--- src/rtl/comperator_block_row_reader.sv ---
// Block row reader: packs up to BLOCK_SIZE AXI4-Stream pixels per go
// into one flat register, padding short (tlast-terminated) blocks.
//
// Ports:
//   aclk, aresetn        clock, async active-low reset
//   s_axis_t*            AXI4-Stream pixel input (tuser = SOF, tlast = EOL)
//   go                   start one block read (IDLE/DONE only)
//   done                 level, block complete until next go
//   block                packed pixels, first pixel in MSB slice
//   valid_count          real (non-pad) pixels in block
//   sof, eol             SOF on first beat / EOL on last beat
//   sync_drops           beats discarded waiting for SOF
//                        (only with BLOCK_READER_SOF_SYNC_EN)
//
// Optional: define BLOCK_READER_SOF_SYNC_EN to drop beats before the
// first tuser=1 beat of a block.
module comperator_block_row_reader #(
  parameter int DATA_WIDTH = 24,
  parameter int BLOCK_SIZE = 8,
  parameter int PAD_MODE   = 0,
  parameter int CNT_W      = $clog2(BLOCK_SIZE + 1)
) (
  input  logic                             aclk,
  input  logic                             aresetn,
  input  logic [DATA_WIDTH-1:0]            s_axis_tdata,
  input  logic                             s_axis_tvalid,
  output logic                             s_axis_tready,
  input  logic                             s_axis_tlast,
  input  logic                             s_axis_tuser,
  input  logic                             go,
  output logic                             done,
  output logic [BLOCK_SIZE*DATA_WIDTH-1:0] block,
  output logic [CNT_W-1:0]                 valid_count,
  output logic                             sof,
  output logic                             eol
`ifdef BLOCK_READER_SOF_SYNC_EN
  ,
  output logic [15:0]                      sync_drops
`endif
);

  localparam int BW = BLOCK_SIZE * DATA_WIDTH;
  localparam logic [CNT_W-1:0] LAST_IDX = CNT_W'(BLOCK_SIZE - 1);
  localparam logic [CNT_W-1:0] ONE      = CNT_W'(1);

  typedef enum logic [1:0] {
    IDLE,
    READ,
    PAD,
    DONE
  } state_t;

  state_t          state, state_nx;
  logic [BW-1:0]   blk_q, blk_d;
  logic [CNT_W-1:0] cnt_q, cnt_d;
  // total words in the block (real + pad); drives the PAD exit
  logic [CNT_W-1:0] fill_q, fill_d;
  logic            sof_q, sof_d;
  logic            eol_q, eol_d;
  logic            accept;
  logic            drop;
  logic            pack;
  logic            start;
  logic [DATA_WIDTH-1:0] pad_word;

  assign s_axis_tready = (state == READ);
  assign accept        = s_axis_tvalid && s_axis_tready;
  assign start         = go && (state == IDLE || state == DONE);

`ifdef BLOCK_READER_SOF_SYNC_EN
  assign drop = accept && (cnt_q == '0) && !s_axis_tuser;
`else
  assign drop = 1'b0;
`endif

  assign pack = accept && !drop;

  // the LSB slice always holds the last pixel written, which is
  // also the last real pixel while replicate-padding
  assign pad_word = (PAD_MODE == 1) ? blk_q[DATA_WIDTH-1:0]
                                    : '0;

  always_comb begin
    state_nx = state;
    blk_d    = blk_q;
    cnt_d    = cnt_q;
    fill_d   = fill_q;
    sof_d    = sof_q;
    eol_d    = eol_q;
    unique case (state)
      IDLE, DONE: begin
        if (go) begin
          state_nx = READ;
          cnt_d    = '0;
          fill_d   = '0;
          sof_d    = 1'b0;
          eol_d    = 1'b0;
        end
      end
      READ: begin
        if (pack) begin
          blk_d  = {blk_q[BW-DATA_WIDTH-1:0], s_axis_tdata};
          cnt_d  = cnt_q + ONE;
          fill_d = fill_q + ONE;
          eol_d  = s_axis_tlast;
          if (cnt_q == '0) begin
            sof_d = s_axis_tuser;
          end
          if (cnt_q == LAST_IDX) begin
            state_nx = DONE;
          end else if (s_axis_tlast) begin
            state_nx = PAD;
          end
        end
      end
      PAD: begin
        blk_d  = {blk_q[BW-DATA_WIDTH-1:0], pad_word};
        fill_d = fill_q + ONE;
        if (fill_q == LAST_IDX) begin
          state_nx = DONE;
        end
      end
      default: begin
        state_nx = IDLE;
      end
    endcase
  end

  always_ff @(posedge aclk or negedge aresetn) begin
    if (!aresetn) begin
      state  <= IDLE;
      blk_q  <= '0;
      cnt_q  <= '0;
      fill_q <= '0;
      sof_q  <= 1'b0;
      eol_q  <= 1'b0;
    end else begin
      state  <= state_nx;
      blk_q  <= blk_d;
      cnt_q  <= cnt_d;
      fill_q <= fill_d;
      sof_q  <= sof_d;
      eol_q  <= eol_d;
    end
  end

`ifdef BLOCK_READER_SOF_SYNC_EN
  logic [15:0] drops_q;

  always_ff @(posedge aclk or negedge aresetn) begin
    if (!aresetn) begin
      drops_q <= '0;
    end else if (start) begin
      drops_q <= '0;
    end else if (drop && drops_q != 16'hFFFF) begin
      drops_q <= drops_q + 16'd1;
    end
  end

  assign sync_drops = drops_q;
`endif

  assign done        = (state == DONE);
  assign block       = blk_q;
  assign valid_count = cnt_q;
  assign sof         = sof_q;
  assign eol         = eol_q;

  logic unused_start;
  assign unused_start = start;

endmodule

--- config.mk ---
export PLATFORM = sky130hd
export DESIGN_NAME = comperator_block_row_reader
export DESIGN_NICKNAME = d
export VERILOG_FILES = /design/src/rtl/comperator_block_row_reader.sv
export SDC_FILE = /design/constraint.sdc
export NUM_CORES = 1
export LEC_CHECK = 0
export BUFFER_PORTS_ARGS = -buffer_cell sky130_fd_sc_hd__buf_2
export CORE_UTILIZATION = 37
export DETAILED_ROUTE_END_ITERATION = 16
export PLACE_DENSITY = 0.64
export SETUP_SLACK_MARGIN = 0.15
export SYNTH_ARGS = -nofsm -noshare
export SYNTH_HDL_FRONTEND = slang
export SYNTH_SLANG_ARGS = --single-unit
export TNS_END_PERCENT = 20
--- constraint.sdc ---
create_clock -name aclk -period 6.32 [get_ports aclk]
set_clock_uncertainty 0.2 [all_clocks]
set_input_delay 1.264 -clock aclk [delete_from_list [all_inputs] [get_ports aclk]]
set_output_delay 1.264 -clock aclk [all_outputs]
set_load 0.05 [all_outputs]
==> results_dict.tcl <==
set metrics [dict create \
    path_class "flip-flop to primary output" \
    synth_seq_area_share 0.552 \
    vias 4868 \
    dr_wl_met2_um 7820 \
    synth_mux_area_frac 0.212 \
    synth_xor_area_frac 0 \
    n_antenna_cell 0 \
    crit_path_end_kind "primary output" \
    status "complete, no violations" \
    setup_viol 0 \
    ys_ff_latch 204 \
    syn-cell-area_um2 9250 \
    ys_types 29 \
    cts_setup_buffers 0 \
    drive_gt1_frac 0.430 \
    antenna_found_initial 0 \
    holdWs_ps 289 \
    cap_violations 0 \
    drt_first_pass_iters 4 \
    critPathCapture "s_axis_tready" \
    crit_path_max_fanout 11 \
    worst_pin_slew_ps 952 \
    dp_cells 1062 \
    clk_pin_slew_ps 60 \
    worstRegToRegCells 6 \
    syn2layout_area_growth_pct 9.21 \
    die_y_um 160 \
    final_cell_mix "228 x buf_2, 204 x dfrtp_1, 102 x mux2_1" \
    period_share 0.516 \
    stdcell_count 1099 \
    met1Wirelength_um 8040 \
    ctsHtreeMaxLevel 1 \
    worstPathRequired_ps 4860 \
    avgSynthCellArea_um2 13.2 \
    yosys.area_share.simple 0.0427 \
    rsz0062_at_grt "no" \
    grt_max_degree 117 \
    overflow 0 \
    io_buffers 229 \
    synthAdderAreaFrac 0.00947 \
    timing.final.hold_violations 0 \
    startpoint "state[1]$_DFFE_PN0P_" \
    clock_latency_ps 500 \
    ff2ff_setup_slack_ps 3190 \
    placeableCoreArea_um2 24400 \
    routed_wl_um 17100 \
    dr.first_iter.drc_count 217 \
    start_util 0.379 \
    ios 230 \
    nets 800 \
    synth-warning-count 0 \
    cts.root.buffer_cell "clkbuf_16" \
    grt_pass1_wl_um 27600 \
    cts_tree "built" \
    viasPerCell 4.43 \
    fp.dieW_um 160 \
    grt_pass1_vias 4792 \
    synth_nets 738 \
    place_hpwl_um 11700 \
    cts.sinks 204 \
    dr_wl_met3_um 883 \
    cp-start-kind "flip-flop" \
    fin_setup_tns_ps 0 \
    worstReg2RegEnd "block[179]$_DFFE_PN0P_" \
    cts_buffers 23 \
    rr_startpoint "state[0]$_DFFE_PN0P_" \
    highest_layer "met4" \
    routabilityCongestion 0.719 \
    cp.arrival_ps 1790 \
    synth_compound_gate_area_share 0.0231 \
    die_area_um2 25600 \
    drc 0 \
    cts_hold_buf 0 \
    grt_use_total 0.133 \
    layout_commonest_cell "buf_2" \
    min_path_type "flip-flop to flip-flop" \
    clock_path_buffers 3 \
    drv_slew 0 \
    cts_resized 0 \
    min_period_ps 3260 \
    synth_top_family_by_area "multiplexers" \
    synth_cells 701 \
    row_count 57 \
    wl_per_cell_um 15.5 \
    drtAntennaViolNets 0 \
    relSlewSlack 0.365 \
    fmax_mhz 307 \
]
-- layout make-up --
class / instances / area [um^2]
clock buffers: 34 / 667
clock inverters: 3 / 40.0
fillers: 2368 / 14300
inverters: 5 / 18.8
multi-input cells: 296 / 2650
flip-flops and latches: 204 / 5100
well taps: 324 / 405
repair buffers: 233 / 1210
-- synth_stat cells --
master | n | area share
and3b_1 | 1 | 0.00095
a22oi_1 | 1 | 0.00081
nand2_1 | 36 | 0.015
or4_1 | 1 | 0.00081
inv_1 | 5 | 0.0020
ha_1 | 7 | 0.0095
and2_1 | 1 | 0.00068
o311a_1 | 1 | 0.0011
or4b_1 | 1 | 0.0011
clkbuf_1 | 5 | 0.0020
mux2_1 | 102 | 0.12
buf_6 | 11 | 0.013
mux2i_1 | 2 | 0.0022
mux2_2 | 68 | 0.083
mux2i_4 | 1 | 0.0024
o311ai_0 | 1 | 0.00095
dfrtp_1 | 204 | 0.55
o21ai_0 | 29 | 0.016
nor2_1 | 3 | 0.0012
a32o_1 | 1 | 0.0011
nand3b_1 | 1 | 0.00081
nand2b_1 | 26 | 0.018
nand3_1 | 8 | 0.0043
a211oi_1 | 1 | 0.00081
nor2b_1 | 1 | 0.00068
buf_2 | 9 | 0.0049
buf_4 | 171 | 0.14
o211ai_1 | 1 | 0.00081
a22o_1 | 2 | 0.0019
-- cell families after synthesis --
| logic type | Yosys count |
|---|---|
| mux | 173 |
| simple gates | 79 |
| flops | 204 |
| fa+ha+maj | 7 |
| buf+inv | 201 |
| compound gates | 37 |
-- registers in the layout (all words and copies together), names as in the netlist --
name         count
block          192
fill_q           4
valid_count      4
state            2
eol              1
sof              1
-- through the flow --
step / utilization / worst slack, ps / instance area (um^2)
after detailed placement: 0.385 / 2920 / 9390
after CTS: 0.414 / 3000 / 10100
final: 0.414 / 3060 / 10100
after floorplan: - / 3840 / 9250
after global routing: 0.414 / 2930 / 10100
after global placement: 0.385 / 2910 / 9390
-- worst min-delay path by stage --
stage,startpoint,end,slack [ps],cells past startpoint
2_1_floorplan,block[15]$_DFFE_PN0P_,block[15]$_DFFE_PN0P_,270,2
3_3_place_gp,eol$_DFFE_PN0P_,eol$_DFFE_PN0P_,270,2
3_5_place_dp,eol$_DFFE_PN0P_,eol$_DFFE_PN0P_,270,2
4_1_cts,eol$_DFFE_PN0P_,eol$_DFFE_PN0P_,290,2
5_1_grt,block[173]$_DFFE_PN0P_,block[173]$_DFFE_PN0P_,310,1
6_report,eol$_DFFE_PN0P_,eol$_DFFE_PN0P_,290,2
-- routing by layer --
layer / track usage / up-vias
met4: 0.0398 / 0
met3: 0.0249 / 26
li1: - / 2322
met1: 0.187 / 2392
met2: 0.210 / 128
met5: 0 / -
-- worst max-delay path, stage by stage, from the launching register on --
cell and delay (ps):
dfrtp_1 400, inv_1 100, ha_1 440, buf_2 350
Power is left out: the tool's default activity adds up to more than one toggle a clock period on the data nets, which glitch-free logic cannot reach.
